## src/rtl/serial_adder_pkg.sv

```systemverilog
// serial_adder shared types and constants.
// State encoding and default operand width.
package serial_adder_pkg;

  localparam int DEF_WIDTH = 8;

  typedef enum logic [1:0] {
    IDLE = 2'd0,
    RUN  = 2'd1,
    DONE = 2'd2
  } state_t;

endpackage

```

## src/rtl/serial_adder_if.sv

```systemverilog
// Operand/result bundle for the bit-serial adder.
// master drives the request, slave returns the result.
interface serial_adder_if #(
  parameter int WIDTH = 8
);

  logic             start;
  logic [WIDTH-1:0] a;
  logic [WIDTH-1:0] b;
  logic             carryIn;
  logic             busy;
  logic             done;
  logic [WIDTH-1:0] sum;
  logic             carryOut;

  modport master (
    output start, a, b, carryIn,
    input  busy, done, sum, carryOut
  );

  modport slave (
    input  start, a, b, carryIn,
    output busy, done, sum, carryOut
  );

endinterface

```

## src/rtl/serial_adder_full_add.sv

```systemverilog
// Single-bit full adder cell used by the serial datapath.
// Purely combinational.
module full_add (
  output logic sum,
  output logic carryOut,
  input  logic a,
  input  logic b,
  input  logic carryIn
);

  assign {carryOut, sum} = {1'b0, a} + {1'b0, b}
                         + {1'b0, carryIn};

endmodule

```

## src/rtl/serial_adder.sv

```systemverilog
// Bit-serial adder: one bit per clock, LSB first,
// with a registered carry and a one-cycle done pulse.
module serial_adder
  import serial_adder_pkg::*;
#(
  parameter int WIDTH = DEF_WIDTH
) (
  input logic clk,
  input logic rst_n,
  serial_adder_if.slave bus
);

  localparam int CW = $clog2(WIDTH + 1);

  state_t           state;
  state_t           state_nxt;
  logic [WIDTH-1:0] a_reg;
  logic [WIDTH-1:0] b_reg;
  logic [WIDTH-1:0] sum_reg;
  logic [WIDTH-1:0] sum_shift;
  logic [WIDTH-1:0] sum_q;
  logic [CW-1:0]    count;
  logic             carry_reg;
  logic             carry_q;
  logic             s_bit;
  logic             c_bit;
  logic             last;
  logic             load;

  full_add u_fa (
    .sum      (s_bit),
    .carryOut (c_bit),
    .a        (a_reg[0]),
    .b        (b_reg[0]),
    .carryIn  (carry_reg)
  );

  assign last = (count == CW'(WIDTH - 1));
  assign load = bus.start
              && (state == IDLE || state == DONE);

  // Works for WIDTH=1 too: the new bit lands in bit 0.
  always_comb begin
    sum_shift = sum_reg >> 1;
    sum_shift[WIDTH-1] = s_bit;
  end

  always_ff @(posedge clk or negedge rst_n) begin
    if (!rst_n) state <= IDLE;
    else        state <= state_nxt;
  end

  always_comb begin
    state_nxt = state;
    unique case (1'b1)
      (state == IDLE): if (bus.start) state_nxt = RUN;
      (state == RUN):  if (last) state_nxt = DONE;
      (state == DONE): state_nxt = bus.start ? RUN : IDLE;
      default:         state_nxt = IDLE;
    endcase
  end

  always_ff @(posedge clk or negedge rst_n) begin
    if (!rst_n) begin
      a_reg     <= '0;
      b_reg     <= '0;
      sum_reg   <= '0;
      carry_reg <= 1'b0;
      count     <= '0;
      sum_q     <= '0;
      carry_q   <= 1'b0;
    end else if (load) begin
      a_reg     <= bus.a;
      b_reg     <= bus.b;
      carry_reg <= bus.carryIn;
      count     <= '0;
    end else if (state == RUN) begin
      a_reg     <= a_reg >> 1;
      b_reg     <= b_reg >> 1;
      sum_reg   <= sum_shift;
      carry_reg <= c_bit;
      count     <= count + CW'(1);
      if (last) begin
        sum_q   <= sum_shift;
        carry_q <= c_bit;
      end
    end
  end

  assign bus.busy     = (state == RUN);
  assign bus.done     = (state == DONE);
  assign bus.sum      = sum_q;
  assign bus.carryOut = carry_q;

endmodule
```

## src/flat_wrapper.sv

```systemverilog
// flat-port wrapper written by rule: the top's interface ports become plain ports
module serial_adder_flat import serial_adder_pkg::*;
#(
  parameter int WIDTH = DEF_WIDTH
)
  (clk, rst_n, bus_start, bus_a, bus_b, bus_carryIn, bus_busy, bus_done, bus_sum, bus_carryOut);
  serial_adder_if #(.WIDTH(WIDTH)) bus_i ();
  input logic clk;
  input logic rst_n;
  input wire logic [$bits(bus_i.start)-1:0] bus_start;
  input wire logic [$bits(bus_i.a)-1:0] bus_a;
  input wire logic [$bits(bus_i.b)-1:0] bus_b;
  input wire logic [$bits(bus_i.carryIn)-1:0] bus_carryIn;
  output wire logic [$bits(bus_i.busy)-1:0] bus_busy;
  output wire logic [$bits(bus_i.done)-1:0] bus_done;
  output wire logic [$bits(bus_i.sum)-1:0] bus_sum;
  output wire logic [$bits(bus_i.carryOut)-1:0] bus_carryOut;
  assign bus_i.start = bus_start;
  assign bus_i.a = bus_a;
  assign bus_i.b = bus_b;
  assign bus_i.carryIn = bus_carryIn;
  assign bus_busy = bus_i.busy;
  assign bus_done = bus_i.done;
  assign bus_sum = bus_i.sum;
  assign bus_carryOut = bus_i.carryOut;
  serial_adder #(.WIDTH(WIDTH)) u_core (.clk(clk), .rst_n(rst_n), .bus(bus_i));
endmodule
```

## config.mk

```make
export PLATFORM = sky130hd
export DESIGN_NAME = serial_adder_flat
export DESIGN_NICKNAME = d
export VERILOG_FILES = /design/src/rtl/serial_adder_pkg.sv /design/src/rtl/serial_adder_if.sv /design/src/rtl/serial_adder_full_add.sv /design/src/rtl/serial_adder.sv /design/src/flat_wrapper.sv
export SDC_FILE = /design/constraint.sdc
export NUM_CORES = 1
export LEC_CHECK = 0
export ABC_AREA = 1
export ABC_CLOCK_PERIOD_IN_PS = 1200
export BUFFER_PORTS_ARGS = -buffer_cell sky130_fd_sc_hd__buf_4
export CAP_MARGIN = 5
export CORE_MARGIN = 2
export CORE_UTILIZATION = 45
export CTS_CLUSTER_DIAMETER = 100
export CTS_CLUSTER_SIZE = 24
export DETAILED_ROUTE_END_ITERATION = 8
export GPL_TIMING_DRIVEN = 0
export PLACE_DENSITY = 0.66
export SLEW_MARGIN = 30
export SYNTH_ARGS = -nofsm -noshare
export SYNTH_HDL_FRONTEND = slang
export SYNTH_SLANG_ARGS = --single-unit
```

## constraint.sdc

```tcl
create_clock -name clk -period 1.2 [get_ports clk]
set_input_delay 0.24 -clock clk [delete_from_list [all_inputs] [get_ports clk]]
set_output_delay 0.24 -clock clk [all_outputs]
set_load 0.005 [all_outputs]
```

; ---- After elaboration in Yosys (flattened, before gate mapping)
; Index checks and enable logic that the tools add are counted.
[word_totals]
ff_bits = 40
latchBits = 0
mem_bits_rw = 0
rom_bits = 0
out_inout_bits = 11
memories = 0
[op_classes]
n_addsub = 3
mul = 0
n_div = 0
n_lt_le_gt_ge = 0
eq_ne = 5
n_shift = 0
muxes = 12
n_bitwise = 1
reduce_logical = 7
[op_table]
columns = operator, n
row1 = two-way mux 8 bit, 4
row2 = two-way mux 4 bit, 2
row3 = case mux 2 bit (3 select lines), 1
row4 = "adder 4 x 1 -> 4 bit, second input constant", 1
row5 = "equality test 4 x 3 -> 1 bit, second input constant", 1
row6 = two-way mux 2 bit, 2
row7 = AND reduction 2 bit, 2
row8 = two-way mux 1 bit, 3
row9 = AND reduction 3 bit, 1
row10 = adder 1 x 1 -> 2 bit, 1
row11 = adder 2 x 1 -> 2 bit, 1
row12 = "equality test 2 x 1 -> 1 bit, second input constant", 1
row13 = "equality test 2 bit, second input constant", 1
row14 = logical NOT 2 bit, 1
row15 = "inequality test 2 x 1 -> 1 bit, second input constant", 1
row16 = "inequality test 2 bit, second input constant", 1
row17 = nonzero test 2 bit, 1
row18 = logical AND 1 bit, 1
row19 = logical OR 1 bit, 1
row20 = inverter 1 bit, 1

; ---- Logic depth before layout (Yosys ltp)
; Gate-level depths: netlist of run 1.
[logic_depth]
word_depth = 5
ltp_mapped = 7

; ---- Modules after synthesis
; A second synthesis of run 1 with hierarchy kept.
[hier_totals]
cells_unflattened = 197
hier_area_um2 = 1799.2
[by_module_without_submodules]
columns = module, n_inst, cells_each, area_each_um2
row1 = serial_adder, 1, 196, 1779.2
row2 = full_add, 1, 1, 20.0

; ---- Worst setup path after synthesis of run 1
; OpenSTA, ideal clock, no wires.
[synth_path]
path_type = register -> register
startpoint = register u_core.count[0]
endpoint = register u_core.carry_q, in the netlist u_core.bus.carryOut
setup_time_ps = 65
arrival_ps = 1128
t_required_ps = 1135
path_slack_ps = 7
path_stages_with_launch = 6
path_buffers = 1
cell_sequence = dfrtp_1 -> ha_1 -> nand3b_1 -> clkbuf_1 -> o21ai_0 -> nand2_1
[synth_between]
elab_chain_len = 2
[synth_rtl]
columns = element, line
row1 = "start, declared", serial_adder.sv:22  ; logic [CW-1:0] count;
row2 = "start signal, assigned", serial_adder.sv:82  ; count <= count + CW'(1);
row3 = equality test 4 x 3 -> 1 bit, serial_adder.sv:38  ; assign last = (count == CW'(WIDTH - 1));
row4 = AND reduction 3 bit (no line), -
row5 = "end signal, assigned", serial_adder.sv:85  ; carry_q <= c_bit;
row6 = "end, declared", serial_adder.sv:24  ; logic carry_q;
; Every way passes these cells.
; A chain may end at the register's enable or synchronous reset.

; ---- Worst setup path in the final report of run 1
[layout_path]
startpoint = register u_core.count[1]
endpoint = register u_core.state[1]
[layout_between]
elab_chain_len = 3
[layout_rtl]
columns = element, line
row1 = equality test 4 x 3 -> 1 bit, serial_adder.sv:38
row2 = inequality test 2 x 1 -> 1 bit (no line), -
row3 = AND reduction 2 bit (no line), -
row4 = "end signal, assigned", serial_adder.sv:50  ; else state <= state_nxt;
row5 = "end, declared", serial_adder.sv:15  ; state_t state;
; Every way passes these cells.

==> results of run 1 <==
## kinds of logic after synthesis
kind of cell	Yosys count
and+or+nand+nor	131
DFF	39
AOI/OAI and AO/OA	22
buffers and inverters	21
adders and majority gates	2
xor gates and xnor gates	1
## where the power goes
part	internal, mW	switching [mW]
clock network	0.831	0.460
logic	1.62	1.71
registers	1.90	0.380
## placed cells by master, fill, tap and decap left out
cell type,instances
nor2_4,4
nand3_1,4
buf_12,1
inv_4,1
or2_4,1
a21oi_1,2
dfrtp_1,38
bufinv_16,2
nand2_8,3
ha_2,1
clkbuf_8,7
dlygate4sd3_1,1
dfrtp_2,1
nor2_2,2
nand2_1,91
inv_1,10
inv_2,1
nand2_2,12
o21ai_2,13
clkbuf_4,1
fa_1,1
nor2_1,9
xor2_1,1
o21ai_1,7
nand3b_1,1
nand2_4,5
inv_6,1
clkbuf_16,1
buf_4,41
clkbuf_1,1
buf_6,9
buf_8,1
## critical path, stage by stage (launching register included)
cell	delay (ns)
dfrtp_1	0.36
ha_2	0.18
nand3b_1	0.21
buf_4	0.22
nor2_4	0.13
buf_4	0.13
## timing repair
item                                    4_1_cts  5_1_grt
pin swaps                                     4       18
gates resized for setup                      36       45
hold buffers                                  1        0
endpoints found under the setup margin       24       37
endpoints found under the hold margin        39        0
setup buffers                                 9        7
cloned                                        3        2
## routing by layer
metal	share of wire, %	up-vias
met4	1.6	0
met2	51	41
met3	4.3	8
met1	43	752
met5	0	-
li1	-	776
## cell usage after synthesis
| library cell | n | area, um2 |
|---|---|---|
| o21ai_0 | 12 | 60.1 |
| inv_1 | 11 | 41.3 |
| nand3_1 | 4 | 20.0 |
| clkbuf_1 | 1 | 3.75 |
| buf_4 | 2 | 15.0 |
| nand2_1 | 108 | 405 |
| inv_2 | 1 | 3.75 |
| nand3b_1 | 1 | 7.51 |
| ha_1 | 1 | 12.5 |
| o21ai_1 | 7 | 35.0 |
| fa_1 | 1 | 20.0 |
| a21oi_1 | 2 | 10.0 |
| buf_6 | 2 | 22.5 |
| dfrtp_1 | 39 | 976 |
| nand2_4 | 3 | 33.8 |
| xor2_1 | 1 | 8.76 |
| or2_2 | 1 | 6.26 |
| buf_2 | 3 | 15.0 |
| inv_4 | 1 | 6.26 |
| o21ai_2 | 1 | 8.76 |
| nor2_4 | 2 | 22.5 |
| nor2_1 | 12 | 45.0 |
## area by class of cell
type | instances | area, um2 | share of cell area [%]
inverter | 13 | 56.3 | 2.16
buffer | 6 | 70.1 | 2.69
clock inverter | 2 | 60.1 | 2.31
multi-input combinational | 157 | 863 | 33.2
timing repair buffer | 51 | 444 | 17.1
clock buffer | 6 | 72.6 | 2.79
tap | 48 | 60.1 | 2.31
sequential | 39 | 977 | 37.5
## path summary, 6_finish.rpt
kind | from | to | cells after the start
setup reg to reg | u_core.count[1] | u_core.state[1] | 5
max in group asynchronous | rst_n | u_core.state[0] | 2
hold / removal | bus_a[0] | u_core.a_reg[0] | 3
min in group asynchronous | rst_n | u_core.bus.sum[6] | 2
hold reg to reg | u_core.bus.sum[6] | u_core.bus.sum[6] | 2
setup / recovery | u_core.count[1] | u_core.state[1] | 5
## per-stage QoR
step / area, um2 / power, mW / TNS [ns] / hold WS, ns / utilization [%]
floorplan: 1780 / 3.71 / 0 / -0.0556 / -
global placement: 2060 / 4.38 / -2.00 / 0.243 / 55.1
detailed placement: 2060 / 4.46 / -2.27 / 0.241 / 55.1
CTS: 2390 / 6.31 / -0.388 / 0.155 / 63.8
global route: 2600 / 7.43 / -2.49 / 0.176 / 69.6
finish: 2600 / 6.90 / -1.07 / 0.158 / 69.6
==> flow_summary.toml, run 1 <==
[clocking]
cts_sinks = 39
root_buffer = "clkbuf_8"
cts_tree = "yes"
cts_made_buffers = 5
clk_latency_ns = 0.30
cts_buffer_depth = 2
cts.clk_slew.worst_paths_ns = 0.08
htreeDepth = 2

[floorplanning]
dieArea_um2 = 4470
die_y_um = 66.9
core_um2 = 3740
num_rows = 22
ios = 31
dieWidth_um = 66.9
initial_core_util_pct = 47.5

[critical_path]
required_ns = 1.44
worstSetupPathType = "flip-flop to flip-flop"
cp_data_arrival_time_ns = 1.53
r2r_setup_slack_ns = -0.09
crit_fanout = 5
cp-end-kind = "flip-flop"
critPathLaunchType = "flip-flop"

[finish]
syn2layout_area_growth_pct = 46.3
final_cells = 322
fillers = 315
nets = 295
drive_gt1_share_pct = 39.4
antennaDiodeCount = 0

[timing]
fin_ws_ns = -0.0859
slew_violations = 0
setup_viol = 22
fin_crit_sh_pct = 107
fin_crit_ns = 1.29
rsz0062_at_grt = "true"
worst_slew_pin_slew_ns = 0.495
timing.slew.headroom_pct = 67.0
skew_ns = 0.0120
hold_viol = 0
max_freq_ghz = 0.778

[grt]
overflow = 0
busiest_layer = "met2"
grt_pass1_wl_um = 6660
grt_usage_pct = 20.1
antenna_found_initial = 0
met2_usage_pct = 32.4
grt_start_max_net_pins = 40
grt_pass1_vias = 1431
grt.met3_usage_pct = 3.72
grt_util_met1_pct = 27.2

[detailed_routing]
avgRoutedWirePerCell_um = 12.9
drt_wl_total_um = 4160
drtIter0Drc = 108
ant_nets = 0
drc = 0
vias = 1577
viasPerCell = 4.90
firstDrtPassIters = 4

[power_and_ir_drop]
p_leak_nw = 1.37
powerDensity_nw_per_um2 = 2650
peakVddDrop_uv = 1420

[synth]
synthSimpleGateAreaFrac_pct = 30.4
synth_mux_area_share_pct = 0
syn-num-nets = 238
synth.distinct_cells = 22
synth_fa_ha_area_share_pct = 1.83
synth-xor-area-share_pct = 0.492
netlist_area_um2 = 1780
synth_top_family_by_area = "simple AND/OR/NAND/NOR gates"
synth_compound_area_share_pct = 6.40
synth-seq-cells = 39
netlist_instances = 216
yosys_warnings = 0
yosysSeqAreaShare_pct = 54.9
postSynthAreaPerCell_um2 = 8.24

[place]
gp_congestion = 0.746
io_buffers = 30
dpl_worst_slack_ns = -0.204
dp_cells = 294
hpwl_um = 2390

[run_status]
violations = "negative setup slack"
status = "finished with violations"

[job]
cap_violations = 0

[min_path]
hold_class = "input port to flip-flop"
Power figures use the tool's default switching activity.
==> inputs of run 2 (changes only) <==
Settings changed: BUFFER_PORTS_ARGS -buffer_cell sky130_fd_sc_hd__buf_4 to default, DONT_BUFFER_PORTS from default to 1, PLACE_DENSITY 0.66 to 0.59.
==> run 2 against run 1 <==
Compared with the run above: the flow still finishes with violations (negative setup slack); clock skew decreased by 0.0042 ns; setup slack improved by 0.060 ns; final area decreased by 14%; register-to-register slack improved by 0.06 ns; first-iteration DRC count decreased by 54%; non-clock buffer count decreased by 32; die area unchanged; critical path type unchanged; highest routed layer unchanged; flip-flop and latch count unchanged; utilization decreased by 9.9 points; largest cell class unchanged.
==> flow_summary.toml, run 2 (synthesis gave the netlist of run 1 again) <==
[critical_path]
r2r_end = "u_core.a_reg[6]"
cp-end-kind = "flip-flop"
slowest_stage = "dfrtp_2"
required_ns = 1.37
worstSetupPathType = "flip-flop to flip-flop"
reg2reg_from = "u_core.state[0]"
critPathLaunchType = "flip-flop"
r2r_setup_slack_ns = -0.03
crit_fanout = 8
critPathMaxStageDelay_ns = 0.42
crit_top_cell = "nand2_8"
cp_data_arrival_time_ns = 1.40
crit_chain = "buf_4, nand2_8, nand2_8, clkinv_8, clkbuf_16, nand2_1, o21ai_2"
rr_worst_depth = 7

[power_and_ir_drop]
powerDensity_nw_per_um2 = 2660
p_leak_nw = 1.16
peakVddDrop_uv = 1330
total_power_mw = 5.94

[timing]
timing.slew.headroom_pct = 85.4
max_freq_ghz = 0.816
setup_viol = 8
rsz0062_at_grt = "true"
worst_slew_pin_slew_ns = 0.219
fin_ws_ns = -0.0255
slew_violations = 0
fin_crit_sh_pct = 102
hold_viol = 0
skew_ns = 0.00775
fin_crit_ns = 1.23

[floorplanning]
ios = 31
dieWidth_um = 66.9
die_y_um = 66.9
initial_core_util_pct = 47.5
num_rows = 22
dieArea_um2 = 4470
core_um2 = 3740

[clocking]
cts.clk_slew.worst_paths_ns = 0.08
clk_latency_ns = 0.29
cts_tree = "yes"
root_buffer = "clkbuf_8"
cts_made_buffers = 5
cts_buffer_depth = 2
cts_sinks = 39
htreeDepth = 2

[finish]
multi_input_area_um2 = 776
antennaDiodeCount = 0
seqCellArea_um2 = 977
drive_gt1_share_pct = 23.6
syn2layout_area_growth_pct = 25.5
final_util_pct = 59.6
final_cell_mix = "nand2_1, dfrtp_1, buf_4"
nets = 263
fillers = 352
final_common_cell = "nand2_1"

[grt]
grt_usage_pct = 19.3
antenna_found_initial = 0
overflow = 0
grt_pass1_wl_um = 6340
grt_pass1_vias = 1398
grt_start_max_net_pins = 40

[min_path]
holdCritStartpoint = "bus_b[7]"
holdPathStages = 2
hold_class = "input port to flip-flop"
hold_end = "u_core.b_reg[7]"

[place]
gp_congestion = 0.710
hpwl_um = 2360
io_buffers = 0

[detailed_routing]
vias = 1452
avgRoutedWirePerCell_um = 13.1
drtIter0Drc = 50
drc = 0
viasPerCell = 5.01
firstDrtPassIters = 4
ant_nets = 0
drt_wl_total_um = 3810

[run_status]
status = "finished with violations"
violations = "negative setup slack"

[job]
cap_violations = 0
==> run 2: cell types whose count changed in the layout (fill, tap and decap cells not counted), sizes merged <==
cell    delta
buf       -30
inv        -1
bufinv     -2
clkinv     +1
==> run 2: worst max path at each step <==
stage	slack, ns	start	cells past startpoint	endpoint
after global placement	-0.20	u_core.count[0]	5	u_core.bus.carryOut
final	-0.03	u_core.state[0]	7	u_core.a_reg[6]
after detailed placement	-0.27	u_core.count[0]	5	u_core.bus.sum[2]
after floorplan	0.007	u_core.count[0]	5	u_core.bus.carryOut
after CTS	-0.08	u_core.state[0]	3	bus_busy
after global routing	-0.08	u_core.count[0]	6	u_core.bus.sum[1]
==> run 2: layout make-up <==
class	count	area share, %
sequential	39	43.8
timing repair buffer	17	7.74
tap	48	2.69
multi-input combinational	157	34.8
inverter	13	2.86
buffer	8	3.70
clock buffer	8	4.48
==> run 2: routing by layer <==
layer / up-vias / global-route usage (%) / part of all wire, %
met5: - / 0 / 0
met4: 0 / 7.65 / 1.4
met3: 6 / 5.41 / 6.8
met2: 42 / 33.6 / 52
met1: 689 / 22.2 / 40
li1: 715 / - / -
==> run 2: worst max-delay path, delay by kind of cell, from the launching register on <==
family / cells / cell delay [ns]
AO/OA/AOI/OAI: 1 / 0.05
AND/OR/NAND/NOR: 3 / 0.26
buffers and inverters: 3 / 0.38
flip-flops: 1 / 0.42
==> run 2: timing repair <==
action | 4_1_cts | 5_1_grt
buffers inserted | 5 | 7
cloned | 2 | 2
gates resized for setup | 26 | 19
setup endpoints to repair | 25 | 31
hold buffers | 2 | 0
hold endpoints to repair | 39 | 0
pin swaps | 6 | 13
==> run 2: where the power goes <==
part / total, mW / switching (mW) / internal, mW
clock network: 0.953 / 0.429 / 0.524
logic: 2.67 / 1.45 / 1.23
registers: 2.31 / 0.414 / 1.90
==> run 2: per-stage QoR <==
stage               setup WS (ns)  setup TNS (ns)  hold WS, ns  cells  cell area [um2]
finish                    -0.0255         -0.0748       0.0774    290             2230
global route              -0.0828           -1.50       0.0838    290             2230
CTS                       -0.0804          -0.584       0.0727    281             2080
detailed placement         -0.270           -2.70      -0.0546    264             1840
global placement           -0.195           -1.95      -0.0548    264             1840
floorplan                 0.00693               0      -0.0556    216             1780
==> inputs of run 3 (changes only) <==
Settings changed: CORE_UTILIZATION 45 to 55, CTS_CLUSTER_DIAMETER 100 to default, PLACE_DENSITY 0.59 to 0.7.
==> run 3 against run 2 <==
Compared with the run above: the run still ends with negative setup slack left; combinational power up 10%; sequential power about the same; non-clock buffer count up 5; first-iteration DRC count rose to 2.5 times the previous value; critical path depth down 5; hold slack worse by 0.048 ns; routed wire length up 14%; largest power group unchanged.
==> flow_summary.toml, run 3 (synthesis gave the netlist of run 1 again) <==
[run_status]
status = "finished with violations"
violations = "negative setup slack"

[place]
hpwl_um = 2370
gp_congestion = 0.773
dp_cells = 260
io_buffers = 0
place_area_um2 = 1830

[critical_path]
cp-end-kind = "output port"
required_ns = 0.96
worstSetupPathType = "flip-flop to output port"
cp_data_arrival_time_ns = 1.06
crit_fanout = 2
critPathLaunchType = "flip-flop"

[floorplanning]
core_um2 = 3050
dieArea_um2 = 3710
ios = 31
die_y_um = 60.9
dieWidth_um = 60.9
num_rows = 20
initial_core_util_pct = 58.3

[timing]
fin_crit_sh_pct = 108
max_freq_ghz = 0.769
setup_viol = 14
rsz0062_at_grt = "true"
timing.slew.headroom_pct = 84.8
fin_ws_ns = -0.101
hold_viol = 0
slew_violations = 0
worst_slew_pin_slew_ns = 0.227
fin_crit_ns = 1.30
skew_ns = 0.00992

[finish]
drive_gt1_share_pct = 29.6
antennaDiodeCount = 0
final_area_um2 = 2320
final_cells = 291
final_cell_mix = "nand2_1, dfrtp_1, buf_4"
syn2layout_area_growth_pct = 30.6
final_common_cell = "nand2_1"
nets = 268

[detailed_routing]
viasPerCell = 5.33
drtIter0Drc = 125
drc = 0
avgRoutedWirePerCell_um = 14.8
ant_nets = 0
vias = 1550
firstDrtPassIters = 4
drt_wl_total_um = 4320

[power_and_ir_drop]
p_leak_nw = 1.20
peakVddDrop_uv = 1490
powerDensity_nw_per_um2 = 2680

[clocking]
cts_sinks = 39
root_buffer = "clkbuf_4"
cts_buffer_depth = 2
cts_made_buffers = 5
cts_tree = "yes"
cts.clk_slew.worst_paths_ns = 0.12
clk_latency_ns = 0.35
htreeDepth = 2

[grt]
grt_pass1_wl_um = 6640
grt_start_max_net_pins = 40
overflow = 0
grt_pass1_vias = 1458
grt_usage_pct = 24.8
antenna_found_initial = 0

[min_path]
hold_class = "input port to flip-flop"

[job]
cap_violations = 0
-- run 3: cell type report --
cell class	instances	area, um2
fillers	221	729
flip-flops and latches	39	977
repair buffers	22	226
well taps	44	55.1
multi-input cells	157	827
inverters	13	58.8
clock buffers	6	51.3
clock inverters	2	35.0
plain buffers	8	92.6
-- run 3: power by group --
part,switching [mW],internal (mW),total (mW)
combinational,1.62,1.33,2.95
sequential,0.439,1.89,2.33
clock,0.450,0.493,0.943
-- run 3: final timing paths --
path / startpoint / endpoint / slack (ns) / cells after the start
setup / recovery: u_core.state[1] / bus_done / -0.10 / 2
setup reg to reg: u_core.count[1] / u_core.bus.sum[5] / -0.06 / 6
min in group asynchronous: rst_n / u_core.b_reg[0] / 0.34 / 2
max in group asynchronous: rst_n / u_core.state[0] / 0.65 / 2
hold / removal: bus_b[7] / u_core.b_reg[7] / 0.03 / 2
hold reg to reg: u_core.sum_reg[1] / u_core.bus.sum[0] / 0.49 / 2
-- run 3: layer usage --
layer	vias to the layer above	global-route usage (%)	routed length, um	share of wire (%)
li1	728	-	-	-
met1	772	30.0	1730	40
met3	5	7.68	175	4.1
met4	0	9.32	50	1.2
met5	-	0	0	0
met2	45	41.6	2370	55
-- run 3: per-stage QoR --
stage	TNS (ns)	utilization [%]	total power [mW]	hold slack, ns	setup slack, ns
finish	-0.480	76.1	6.22	0.0293	-0.101
detailed placement	-2.16	60.1	4.16	-0.0548	-0.201
floorplan	0	-	3.71	-0.0556	0.00693
global route	-2.00	76.1	6.69	0.0188	-0.161
global placement	-1.58	60.1	4.04	-0.0548	-0.164
CTS	-0.532	69.2	5.66	0.00176	-0.0921
-- run 3: repair_timing --
action,CTS,global route
gates cloned,4,3
buffers inserted,8,6
pin swaps,9,15
setup endpoints to repair,24,37
hold endpoints to repair,39,2
resized for setup,33,38
hold buffers,2,2
-- run 3: critical path, cell delays in order, from the launching register on --
cell and delay [ns]:
dfrtp_1 0.45, inv_2 0.09, nor2_1 0.17
